$ cat src/rtl/prog_loader_if.sv
// Byte-stream input and memory-write bus for the program loader.
//
// Handshake: a byte moves from master to slave on a rising clock edge where
// both in_valid and in_ready are 1. The master holds in_data stable while
// in_valid is 1 and waits for that edge. in_ready does not depend on
// in_valid. The mem_* signals form a write-only bus. mem_wr pulses for
// exactly one cycle per byte written.
interface prog_loader_if #(
  parameter int ADDR_W = 5
);
  logic              in_valid;
  logic [7:0]        in_data;
  logic              in_ready;
  logic              mem_wr;
  logic [ADDR_W-1:0] mem_addr;
  logic [7:0]        mem_data;

  // Loader side: consumes the stream and drives the memory bus.
  modport slave (
    input  in_valid, in_data,
    output in_ready, mem_wr, mem_addr, mem_data
  );

  // Environment side: produces the stream and observes the memory bus.
  modport master (
    output in_valid, in_data,
    input  in_ready, mem_wr, mem_addr, mem_data
  );
endinterface

$ cat src/rtl/prog_loader.sv
// Program loader. It receives a stream of the form LEN, LEN payload bytes
// and CHK. It writes the payload bytes to memory from address 0 upward.
// It releases the CPU from reset only when the byte sum of the payload plus
// CHK is 0 mod 256. dbg_state exposes the FSM state.
module prog_loader #(
  parameter int ADDR_W  = 5,
  parameter int TIMEOUT = 1000
) (
  input  logic          clk,
  input  logic          rst,
  input  logic          start,
  prog_loader_if.slave  bus,
  output logic          cpu_rst,
  output logic          done,
  output logic          err,
  output logic [2:0]    dbg_state
);

  localparam int CW    = ADDR_W + 1;             // counter reaches 2**ADDR_W without wrapping
  localparam int DEPTH = 1 << ADDR_W;
  localparam int TW    = $clog2(TIMEOUT + 1);

  typedef enum logic [2:0] {
    IDLE = 3'd0,
    LEN  = 3'd1,
    DATA = 3'd2,
    CSUM = 3'd3,
    DONE = 3'd4,
    ERR  = 3'd5
  } state_t;

  state_t        state;
  logic [CW-1:0] len_q;
  logic [CW-1:0] cnt_q;
  logic [7:0]    sum_q;
  logic [TW-1:0] tmr_q;

  logic          accept;
  logic [CW-1:0] cnt_nxt;
  logic [7:0]    sum_nxt;
  logic          tmr_hit;
  logic          len_bad;

  // Ready is decoded from the state so that it never waits on in_valid.
  assign bus.in_ready = (state == LEN) || (state == DATA) || (state == CSUM);
  assign accept       = bus.in_valid && bus.in_ready;
  assign cnt_nxt      = cnt_q + CW'(1);
  assign sum_nxt      = sum_q + bus.in_data;
  assign tmr_hit      = !bus.in_valid && (tmr_q == TW'(TIMEOUT - 1));
  assign len_bad      = (bus.in_data == 8'd0) || (int'(bus.in_data) > DEPTH);
  assign dbg_state    = state;

  // Load sequencer. It also registers all outputs except in_ready.
  always_ff @(posedge clk) begin
    if (rst) begin
      state        <= IDLE;
      cpu_rst      <= 1'b1;
      done         <= 1'b0;
      err          <= 1'b0;
      bus.mem_wr   <= 1'b0;
      bus.mem_addr <= '0;
      bus.mem_data <= '0;
      len_q        <= '0;
      cnt_q        <= '0;
      sum_q        <= '0;
      tmr_q        <= '0;
    end else begin
      bus.mem_wr <= 1'b0;
      case (state)
        IDLE, DONE, ERR: begin
          if (start) begin
            state        <= LEN;
            cpu_rst      <= 1'b1;
            done         <= 1'b0;
            err          <= 1'b0;
            bus.mem_addr <= '0;
            cnt_q        <= '0;
            sum_q        <= '0;
            tmr_q        <= '0;
          end
        end
        LEN, DATA, CSUM: begin
          if (accept) begin
            tmr_q <= '0;
            if (state == LEN) begin
              if (len_bad) begin
                state <= ERR;
                err   <= 1'b1;
              end else begin
                len_q <= CW'(bus.in_data);
                state <= DATA;
              end
            end else if (state == DATA) begin
              bus.mem_wr   <= 1'b1;
              bus.mem_addr <= cnt_q[ADDR_W-1:0];
              bus.mem_data <= bus.in_data;
              sum_q        <= sum_nxt;
              cnt_q        <= cnt_nxt;
              if (cnt_nxt == len_q) state <= CSUM;
            end else begin
              if (sum_nxt == 8'd0) begin
                state   <= DONE;
                done    <= 1'b1;
                cpu_rst <= 1'b0;
              end else begin
                state <= ERR;
                err   <= 1'b1;
              end
            end
          end else if (tmr_hit) begin
            state <= ERR;
            err   <= 1'b1;
          end else begin
            tmr_q <= tmr_q + TW'(1);
          end
        end
        default: state <= IDLE;
      endcase
    end
  end

endmodule

$ cat src/flat_wrapper.sv
// flat-port wrapper written by rule: the top's interface ports become plain ports
module prog_loader_flat 
#(
  parameter int ADDR_W  = 5,
  parameter int TIMEOUT = 1000
)
  (clk, rst, start, cpu_rst, done, err, dbg_state, bus_in_valid, bus_in_data, bus_in_ready, bus_mem_wr, bus_mem_addr, bus_mem_data);
  prog_loader_if #(.ADDR_W(ADDR_W)) bus_i ();
  input  logic clk;
  input  logic rst;
  input  logic start;
  output logic cpu_rst;
  output logic done;
  output logic err;
  output logic [2:0] dbg_state;
  input wire logic [$bits(bus_i.in_valid)-1:0] bus_in_valid;
  input wire logic [$bits(bus_i.in_data)-1:0] bus_in_data;
  output wire logic [$bits(bus_i.in_ready)-1:0] bus_in_ready;
  output wire logic [$bits(bus_i.mem_wr)-1:0] bus_mem_wr;
  output wire logic [$bits(bus_i.mem_addr)-1:0] bus_mem_addr;
  output wire logic [$bits(bus_i.mem_data)-1:0] bus_mem_data;
  assign bus_i.in_valid = bus_in_valid;
  assign bus_i.in_data = bus_in_data;
  assign bus_in_ready = bus_i.in_ready;
  assign bus_mem_wr = bus_i.mem_wr;
  assign bus_mem_addr = bus_i.mem_addr;
  assign bus_mem_data = bus_i.mem_data;
  prog_loader #(.ADDR_W(ADDR_W), .TIMEOUT(TIMEOUT)) u_core (.clk(clk), .rst(rst), .start(start), .bus(bus_i), .cpu_rst(cpu_rst), .done(done), .err(err), .dbg_state(dbg_state));
endmodule
$ cat config.mk
export PLATFORM = sky130hd
export DESIGN_NAME = prog_loader_flat
export DESIGN_NICKNAME = d
export VERILOG_FILES = /design/src/rtl/prog_loader_if.sv /design/src/rtl/prog_loader.sv /design/src/flat_wrapper.sv
export SDC_FILE = /design/constraint.sdc
export NUM_CORES = 1
export LEC_CHECK = 0
export ABC_AREA = 0
export CORE_MARGIN = 4
export CORE_UTILIZATION = 62
export CTS_BUF_LIST = sky130_fd_sc_hd__clkbuf_4
export DETAILED_ROUTE_END_ITERATION = 7
export PLACE_DENSITY = 0.95
export SETUP_SLACK_MARGIN = 0.02
export SKIP_CTS_REPAIR_TIMING = 1
export SYNTH_ARGS = -nofsm -noshare
export SYNTH_HDL_FRONTEND = slang
export SYNTH_SLANG_ARGS = --single-unit
$ cat constraint.sdc
create_clock -name clk -period 4.67 [get_ports clk]
set_input_delay 0.7005 -clock clk [delete_from_list [all_inputs] [get_ports clk]]
set_output_delay 0.7005 -clock clk [all_outputs]
set_load 0.01 [all_outputs]
==> impl_metrics.toml, run 1 <==
[layout]
nets = 374
final_area_um2 = 3010
regArea_um2 = 1000
layout-drive-gt1-share_pct = 5.70
multi_input_area_um2 = 1540
fillers = 300
area_delta_synth_final_pct = 13.7
diodes = 0

[floorplan]
die_area_um2 = 5380
fp.coreArea_um2 = 4060
start_util_pct = 65.2
rows = 23
die_y_um = 73.3
ioPinCount = 33
die_w_um = 73.3

[global_route]
track_usage_pct = 24.7
grt_max_degree = 38
grt_pass1_vias = 2351
grt_pass1_wl_mm = 10.5
antenna_found_initial = 0
gr-total-overflow = 0

[worst_setup_path]
path_class = "primary input to flop"
end_kind = "flop"
cp_data_arrival_time_ps = 3290
start_kind = "primary input"
crit_fanout = 8
worst-endpoint-required_ps = 4920
crit_chain = "clkdlybuf4s50_1 > inv_1 > fa_1 > nor2b_1 > o21ai_0 > xnor2_1 > nor3_1 > a31oi_1 > o311a_1"
critPathMaxStageDelay_ps = 650
slowest_stage = "clkdlybuf4s50_1"

[sta]
fin_crit_ps = 3040
min_period_over_period_pct = 65.0
grt_setup_unrepaired = "no"
fin_tns_setup_ps = 0
slew_headroom_pct = 26.4
finalHoldViolCount = 0
max_clock_freq_mhz = 329
drv_slew = 0
worst_pin_slew_ps = 1100
setup_viol = 0
fin_skew_ps = 20.1

[yosys]
syn-instance-count = 324
yosysWarnings = 0
syn-num-nets = 346
ys_types = 54
yosys.area.top_type_share_pct = 37.8
yosys-top-cells-area = "dfxtp_1, nor2_1, a21oi_1, nand2_1, ha_1"
synth-edff-count = 0
ys_dominant_reg_cell = "dfxtp_1"
ys_ff_latch = 50
synth_seq_area_share_pct = 37.8
synthArstFlopShare_pct = 0
netlist_area_um2 = 2650
avgSynthCellArea_um2 = 8.17
yosys.area.top_type = "dfxtp_1"

[route]
wl_per_cell_um = 15.4
vias_per_cell = 6.00
vias = 2404
routed_wirelength_mm = 6.19
first_pass_iters = 4
drc_errors = 0
final_antenna_net_count = 0
drt_iter0_drc = 212

[job]
cap_violations = 0

[placed_design]
io_buffers = 32
hpwlAfterDp_mm = 4.53
place_area_um2 = 2970
place_congestion = 0.902

[cts]
cts.sinks = 50
numCtsBuffers = 5
cts_tree = "done"
clkLatencyLatePin_ps = 370
clkTransAtPathRegs_ps = 130
clockBufferDepth = 2
cts-root-buf = "clkbuf_4"
htreeDepth = 2

[power]
vdd_drop_max_mv = 0.177
power_mw = 0.950
power_per_cell_area_nw_per_um2 = 316
leakage_nw = 1.07

[outcome]
outcome = "complete, no violations"

[min_path]
min_path_type = "flop to flop"
layout make-up:
cell class | instances | area share, %
Inverter | 9 | 1.12
Sequential cell | 50 | 33.3
Clock inverter | 1 | 0.125
Clock buffer | 5 | 1.25
Tap cell | 50 | 2.08
Multi-Input combinational cell | 252 | 51.0
Timing Repair Buffer | 34 | 11.1
cell usage after synthesis, types with 4 or more instances:
master,instances
ha_1,9
a21oi_1,31
or3_1,5
inv_1,9
dfxtp_1,50
nand2_1,34
xnor2_1,10
nand3_1,8
nor2b_1,6
clkbuf_1,8
mux2i_1,6
o211ai_1,4
nor2_1,53
o21ai_0,14
nor3_1,9
xor2_1,9
critical path, delay by kind of cell:
family / cells / cell delay, ps
compound gates: 3 / 600
buf+inv: 2 / 770
simple gates: 2 / 570
fa+ha+maj: 1 / 490
xor+xnor: 1 / 160
cells in the final DEF, fill, tap and decap left out, drive strengths merged, types with 3 or more instances in the layout:
cell type / count
a21oi: 31
a22oi: 3
a31oi: 3
clkbuf: 5
clkdlybuf4s50: 32
dfxtp: 50
ha: 9
inv: 9
mux2i: 6
nand2: 34
nand3: 8
nand4: 3
nor2: 53
nor2b: 6
nor3: 11
nor3b: 4
o211ai: 4
o21a: 3
o21ai: 15
or2: 5
or3: 5
xnor2: 10
xor2: 9
metrics by stage:
step | std cells | util, % | hold WS, ps | setup slack [ps]
6_report | 401 | 74.2 | 466 | 1630
5_1_grt | 401 | 74.2 | 503 | 1440
4_1_cts | 401 | 74.2 | 467 | 1640
3_5_place_dp | 395 | 73.1 | 450 | 1310
3_3_place_gp | 395 | 73.1 | 443 | 1360
2_1_floorplan | 324 | - | 458 | 2200
power breakdown:
group / leakage, nW / total, mW / switching [mW] / internal (mW)
logic: 0.637 / 0.296 / 0.180 / 0.116
registers: 0.404 / 0.476 / 0.0281 / 0.448
clock network: 0.0246 / 0.178 / 0.126 / 0.0518
state kept, by name, summed over array words and instances, names as in the netlist:
name	count
u_core.bus.mem_addr	5
u_core.bus.mem_data	8
u_core.bus.mem_wr	1
u_core.cnt_q	6
u_core.cpu_rst	1
u_core.dbg_state	3
u_core.done	1
u_core.err	1
u_core.len_q	6
u_core.sum_q	8
u_core.tmr_q	10
kinds of logic after synthesis:
kind of cell / after synthesis / synth area share (%)
and+or+nand+nor: 141 / 26.0
AOI/OAI and AO/OA: 76 / 18.5
DFF: 50 / 37.8
buffers and inverters: 22 / 4.16
xor gates and xnor gates: 19 / 6.29
adders and majority gates: 10 / 5.01
muxes: 6 / 2.27
final timing paths:
check	to	cells past startpoint	slack (ps)	from
min	u_core.bus.mem_data[3]	2	470	u_core.bus.mem_data[3]
max reg2reg	u_core.sum_q[2]	7	2080	u_core.tmr_q[0]
max	u_core.dbg_state[0]	9	1630	bus_in_data[1]
min reg2reg	u_core.bus.mem_data[3]	2	470	u_core.bus.mem_data[3]
routing by layer:
layer / up-vias / GRT usage (%) / part of all wire [%]
met5: - / 0 / 0
met1: 1129 / 33.7 / 46
met3: 9 / 3.97 / 5.3
met2: 81 / 39.4 / 48
li1: 1185 / - / -
met4: 0 / 9.05 / 1.4
Note: power is estimated with default switching activity, not from simulation.
==> run 2: changes to the inputs <==
--- a/config.mk
+++ b/config.mk
@@ -7,10 +7,10 @@
 export LEC_CHECK = 0
 export ABC_AREA = 0
 export CORE_MARGIN = 4
-export CORE_UTILIZATION = 62
+export CORE_UTILIZATION = 52
 export CTS_BUF_LIST = sky130_fd_sc_hd__clkbuf_4
 export DETAILED_ROUTE_END_ITERATION = 7
-export PLACE_DENSITY = 0.95
+export PLACE_DENSITY = 0.88
 export SETUP_SLACK_MARGIN = 0.02
 export SKIP_CTS_REPAIR_TIMING = 1
 export SYNTH_ARGS = -nofsm -noshare
==> constraint.sdc (replaced) <==
create_clock -name clk -period 2.4 [get_ports clk]
set_input_delay 0.36 -clock clk [delete_from_list [all_inputs] [get_ports clk]]
set_output_delay 0.36 -clock clk [all_outputs]
set_load 0.01 [all_outputs]
==> impl_metrics.toml, run 2 (synthesis gave the netlist of run 1 again) <==
[outcome]
outcome = "finished with violations"
violations = "setup timing"

[power]
p_int_mw = 1.29
leakage_nw = 1.25
power_per_cell_area_nw_per_um2 = 601
combPwrFrac_pct = 34.8
switchingPower_mw = 0.711
clockPowerShare_pct = 18.5
power_mw = 2.00
vdd_drop_max_mv = 0.339
seqPwrFrac_pct = 46.7
switching_share_pct = 35.6

[worst_setup_path]
crit_path_frequent_cell = "buf_4"
start_kind = "primary input"
path_class = "primary input to flop"
critPathMaxStageDelay_ps = 440
slowest_stage = "clkdlybuf4s50_1"
crit_fanout = 3
cp_data_arrival_time_ps = 2720
worst-endpoint-required_ps = 2670
end_kind = "flop"
crit_chain = "clkdlybuf4s50_1 > buf_4 > ha_1 > a211oi_1 > buf_4 > o21ai_0 > xor2_1 > nor3b_1 > a31oi_1 > o311a_1"

[cts]
clkLatencyLatePin_ps = 370
cts_tree = "done"
htreeDepth = 2
clockBufferDepth = 2
cts.sinks = 50
cts-root-buf = "clkbuf_4"
numCtsBuffers = 5
clkTransAtPathRegs_ps = 140

[route]
first_pass_iters = 4
routed_wirelength_mm = 6.86
drt_iter0_drc = 226
wl_per_cell_um = 15.1
drc_errors = 0
vias_per_cell = 5.67
vias = 2569
final_antenna_net_count = 0

[layout]
fillers = 400
nets = 407
layout-drive-gt1-share_pct = 14.8
diodes = 0
area_delta_synth_final_pct = 25.7
reg_top3 = "u_core.tmr_q: 10 flops, u_core.bus.mem_data: 8 flops, u_core.sum_q: 8 flops"
final_cell_mix = "nor2_1, dfxtp_1, nand2_1, buf_4"
largest_reg_flops = 10
regMostFlops = "u_core.tmr_q"
final_common_cell = "nor2_1"
utilization_pct = 69.0
fin_cells = 453

[placed_design]
place_inst = 442
io_buffers = 32
hpwlAfterDp_mm = 4.91
place_congestion = 0.878

[sta]
worst_pin_slew_ps = 741
finalHoldViolCount = 0
setup_viol = 2
fin_skew_ps = 9.63
max_clock_freq_mhz = 408
setup_ws_ps = -53.4
min_period_over_period_pct = 102
slew_headroom_pct = 50.3
fin_tns_setup_ps = -90.2
drv_slew = 0
whs_ps = 398
fin_crit_ps = 2450

[global_route]
grt_pass1_wl_mm = 11.2
track_usage_pct = 22.2
grt_max_degree = 29
gr-total-overflow = 0
grt_pass1_vias = 2404
antenna_found_initial = 0

[floorplan]
die_area_um2 = 6290
ioPinCount = 33
fp.coreArea_um2 = 4820
die_y_um = 79.3
rows = 25
die_w_um = 79.3
start_util_pct = 54.9

[min_path]
min_path_type = "primary input to flop"

[job]
cap_violations = 0
[run 2: final timing paths]
kind	start	end	slack [ps]	depth (start not counted)
worst max register to register	u_core.sum_q[0]	u_core.cpu_rst	140	9
worst min register to register	u_core.bus.mem_data[7]	u_core.bus.mem_data[7]	460	2
worst min-delay path	bus_in_data[0]	u_core.bus.mem_data[0]	400	4
worst max-delay path	bus_in_data[1]	u_core.dbg_state[0]	-50	10
[run 2: through the flow]
stage | cell area (um^2) | worst slack, ps
6_report | 3330 | -53.4
4_1_cts | 3280 | -106
5_1_grt | 3330 | -133
2_1_floorplan | 2650 | 267
3_3_place_gp | 3230 | -376
3_5_place_dp | 3230 | -487
[run 2: power by group through the flow]
stage	registers [mW]	clock network (mW)	logic, mW
global route	0.940	0.411	0.747
CTS	0.926	0.367	0.675
finish	0.933	0.369	0.696
detailed placement	0.945	0	0.670
global placement	0.941	0	0.648
floorplan	0.935	0	0.408
[run 2: layout make-up]
class                   count  area, um^2  area share [%]
inverters                   9        33.8            1.02
multi-input cells         252        1560            46.9
repair buffers             67         598            18.0
clock buffers               5        37.5            1.13
well taps                  67        83.8            2.52
clock inverters             3        11.3           0.339
flip-flops and latches     50        1000            30.1
[run 2: layer usage]
| metal | vias up | share of wire [%] | global-route usage (%) |
|---|---|---|---|
| met1 | 1225 | 46 | 29.5 |
| met5 | - | 0 | 0 |
| li1 | 1259 | - | - |
| met4 | 0 | 1.0 | 6.70 |
| met2 | 78 | 48 | 36.4 |
| met3 | 7 | 5.5 | 4.20 |
[run 2: critical path, delay by kind of cell]
kind,cells,cell delay [ps]
AND/OR/NAND/NOR,1,230
buffers and inverters,3,780
adder cells (fa/ha/maj),1,300
AO/OA/AOI/OAI,4,850
XOR/XNOR,1,200
==> edit (flow settings as in run 2) <==
`ADDR_W` is set to 5 in 3 places; all go to 7.
--- a/src/rtl/prog_loader_if.sv
+++ b/src/rtl/prog_loader_if.sv
@@ -6,7 +6,7 @@
 // in_valid. The mem_* signals form a write-only bus. mem_wr pulses for
 // exactly one cycle per byte written.
 interface prog_loader_if #(
-  parameter int ADDR_W = 5
+  parameter int ADDR_W = 7
 );
   logic              in_valid;
   logic [7:0]        in_data;
--- a/src/rtl/prog_loader.sv
+++ b/src/rtl/prog_loader.sv
@@ -3,7 +3,7 @@
 // It releases the CPU from reset only when the byte sum of the payload plus
 // CHK is 0 mod 256. dbg_state exposes the FSM state.
 module prog_loader #(
-  parameter int ADDR_W  = 5,
+  parameter int ADDR_W  = 7,
   parameter int TIMEOUT = 1000
 ) (
   input  logic          clk,
--- a/src/flat_wrapper.sv
+++ b/src/flat_wrapper.sv
@@ -1,7 +1,7 @@
 // flat-port wrapper written by rule: the top's interface ports become plain ports
 module prog_loader_flat 
 #(
-  parameter int ADDR_W  = 5,
+  parameter int ADDR_W  = 7,
   parameter int TIMEOUT = 1000
 )
   (clk, rst, start, cpu_rst, done, err, dbg_state, bus_in_valid, bus_in_data, bus_in_ready, bus_mem_wr, bus_mem_addr, bus_mem_data);
Ports: changed (resized bus_mem_addr); port bits go from 33 to 35. No check against the original RTL was run, so the function may have changed too.
==> edit against run 2 <==
- routed wire length grew 2.8%
- clock power grew 15%
- power shrank 6.5%
- area after synthesis grew 10%
- final area grew 11%
- worst setup slack gained 0.14 ns
- non-clock buffer count grew 8
- core utilization shrank 1.6 points
- sequential cell count grew 6
- register-to-register slack is essentially flat
- combinational power shrank 35%
- sequential power grew 6.3%
- largest power group unchanged
- highest routed layer unchanged
==> edit: results (changes against run 2) <==
place_ws_ns: -0.454  # +0.0324 ns
fin_cells: 492  # +8.6%
worst_pin_slew_ns: 0.575  # -0.166 ns
muxShareOfSynthArea: 0.0381  # +0.0154
ir_worst_vdd_mv: 0.283  # -16%
synth_compound_area_frac: 0.170  # -0.0148
placed_cells: 483  # +9.3%
portBuffers: 34  # +6.3%
dr_total_vias: 2761  # +7.5%
status: "complete, no violations"
synthTopCellsByCount: "56 x dfxtp_1, 46 x nor2_1, 37 x nand2_1"
synth-xor-area-share: 0.0779  # +0.0151
cp_slowest_stage_delay_ns: 0.51  # +0.07 ns
buffer_area_frac: 0.180  # +0.000443
final_util: 0.675  # -0.0157
clkCellAreaFrac: 0.0163  # +0.00159
avgRoutedWirePerCell_um: 14.3  # -5.4%
worstSkewPairLatency_ns: 0.39  # +0.02 ns
fillCellCount: 475  # +19%
drive_gt1_frac: 0.160  # +0.0119
yosysUniqueCellTypes: 55  # +1.9%
synth-adder-area-share: 0.0454  # -0.00472
reg2reg_depth: 8  # -1
post_synth_main_area_contributors: "dfxtp_1 38%, a21oi_1 6.0%, nor2_1 5.9%, nand2_1 4.8%, xnor2_1 4.5%"
nNonClkInverters: 7  # -2
multi_input_gates: 274  # +8.7%
grt_max_degree: 26  # -10%
synthCells: 354  # +9.3%
-- edit: cell types whose count changed after synthesis, sizes merged, moves of 5 or more --
cell / change
nand3: +16
nor2: -7
dfxtp: +6
xnor2: +5
-- edit: path summary, 6_finish.rpt --
path,startpoint,endpoint,slack (ns)
max,bus_in_data[2],u_core.cpu_rst$_SDFFE_PP1P_,0.09
min,bus_in_data[1],u_core.bus.mem_data[1]$_SDFFE_PP0P_,0.30
max reg2reg,u_core.sum_q[1]$_SDFFE_PP0P_,u_core.cpu_rst$_SDFFE_PP1P_,0.14
min reg2reg,u_core.bus.mem_data[6]$_SDFFE_PP0P_,u_core.bus.mem_data[6]$_SDFFE_PP0P_,0.47
-- edit: metal layers --
metal | up-vias | part of all wire | wire length [µm] | GRT usage
met4 | 0 | 0.016 | 112 | 0.0698
met1 | 1310 | 0.43 | 3050 | 0.256
li1 | 1370 | - | - | -
met2 | 70 | 0.51 | 3570 | 0.366
met3 | 11 | 0.044 | 309 | 0.0397
met5 | - | 0 | 0 | 0
-- edit: logic make-up after synthesis --
| logic type | after synthesis |
|---|---|
| adders and majority gates | 10 |
| muxes | 11 |
| DFF | 56 |
| AOI/OAI and AO/OA | 78 |
| and+or+nand+nor | 149 |
| buffers and inverters | 24 |
| xor gates and xnor gates | 26 |
-- edit: critical path, delay by kind of cell --
family	cells	cell delay, ns
and+or+nand+nor	2	0.50
AOI/OAI and AO/OA	4	0.85
buffers and inverters	2	0.66
adders and majority gates	1	0.22
-- edit: power by group --
| part | switching (mW) | internal [mW] | total [mW] | leakage (nW) |
|---|---|---|---|---|
| Combinational | 0.240 | 0.211 | 0.451 | 0.960 |
| Sequential | 0.0312 | 0.960 | 0.992 | 0.453 |
| Clock | 0.307 | 0.119 | 0.426 | 0.0356 |
| Total | 0.579 | 1.29 | 1.87 | 1.45 |
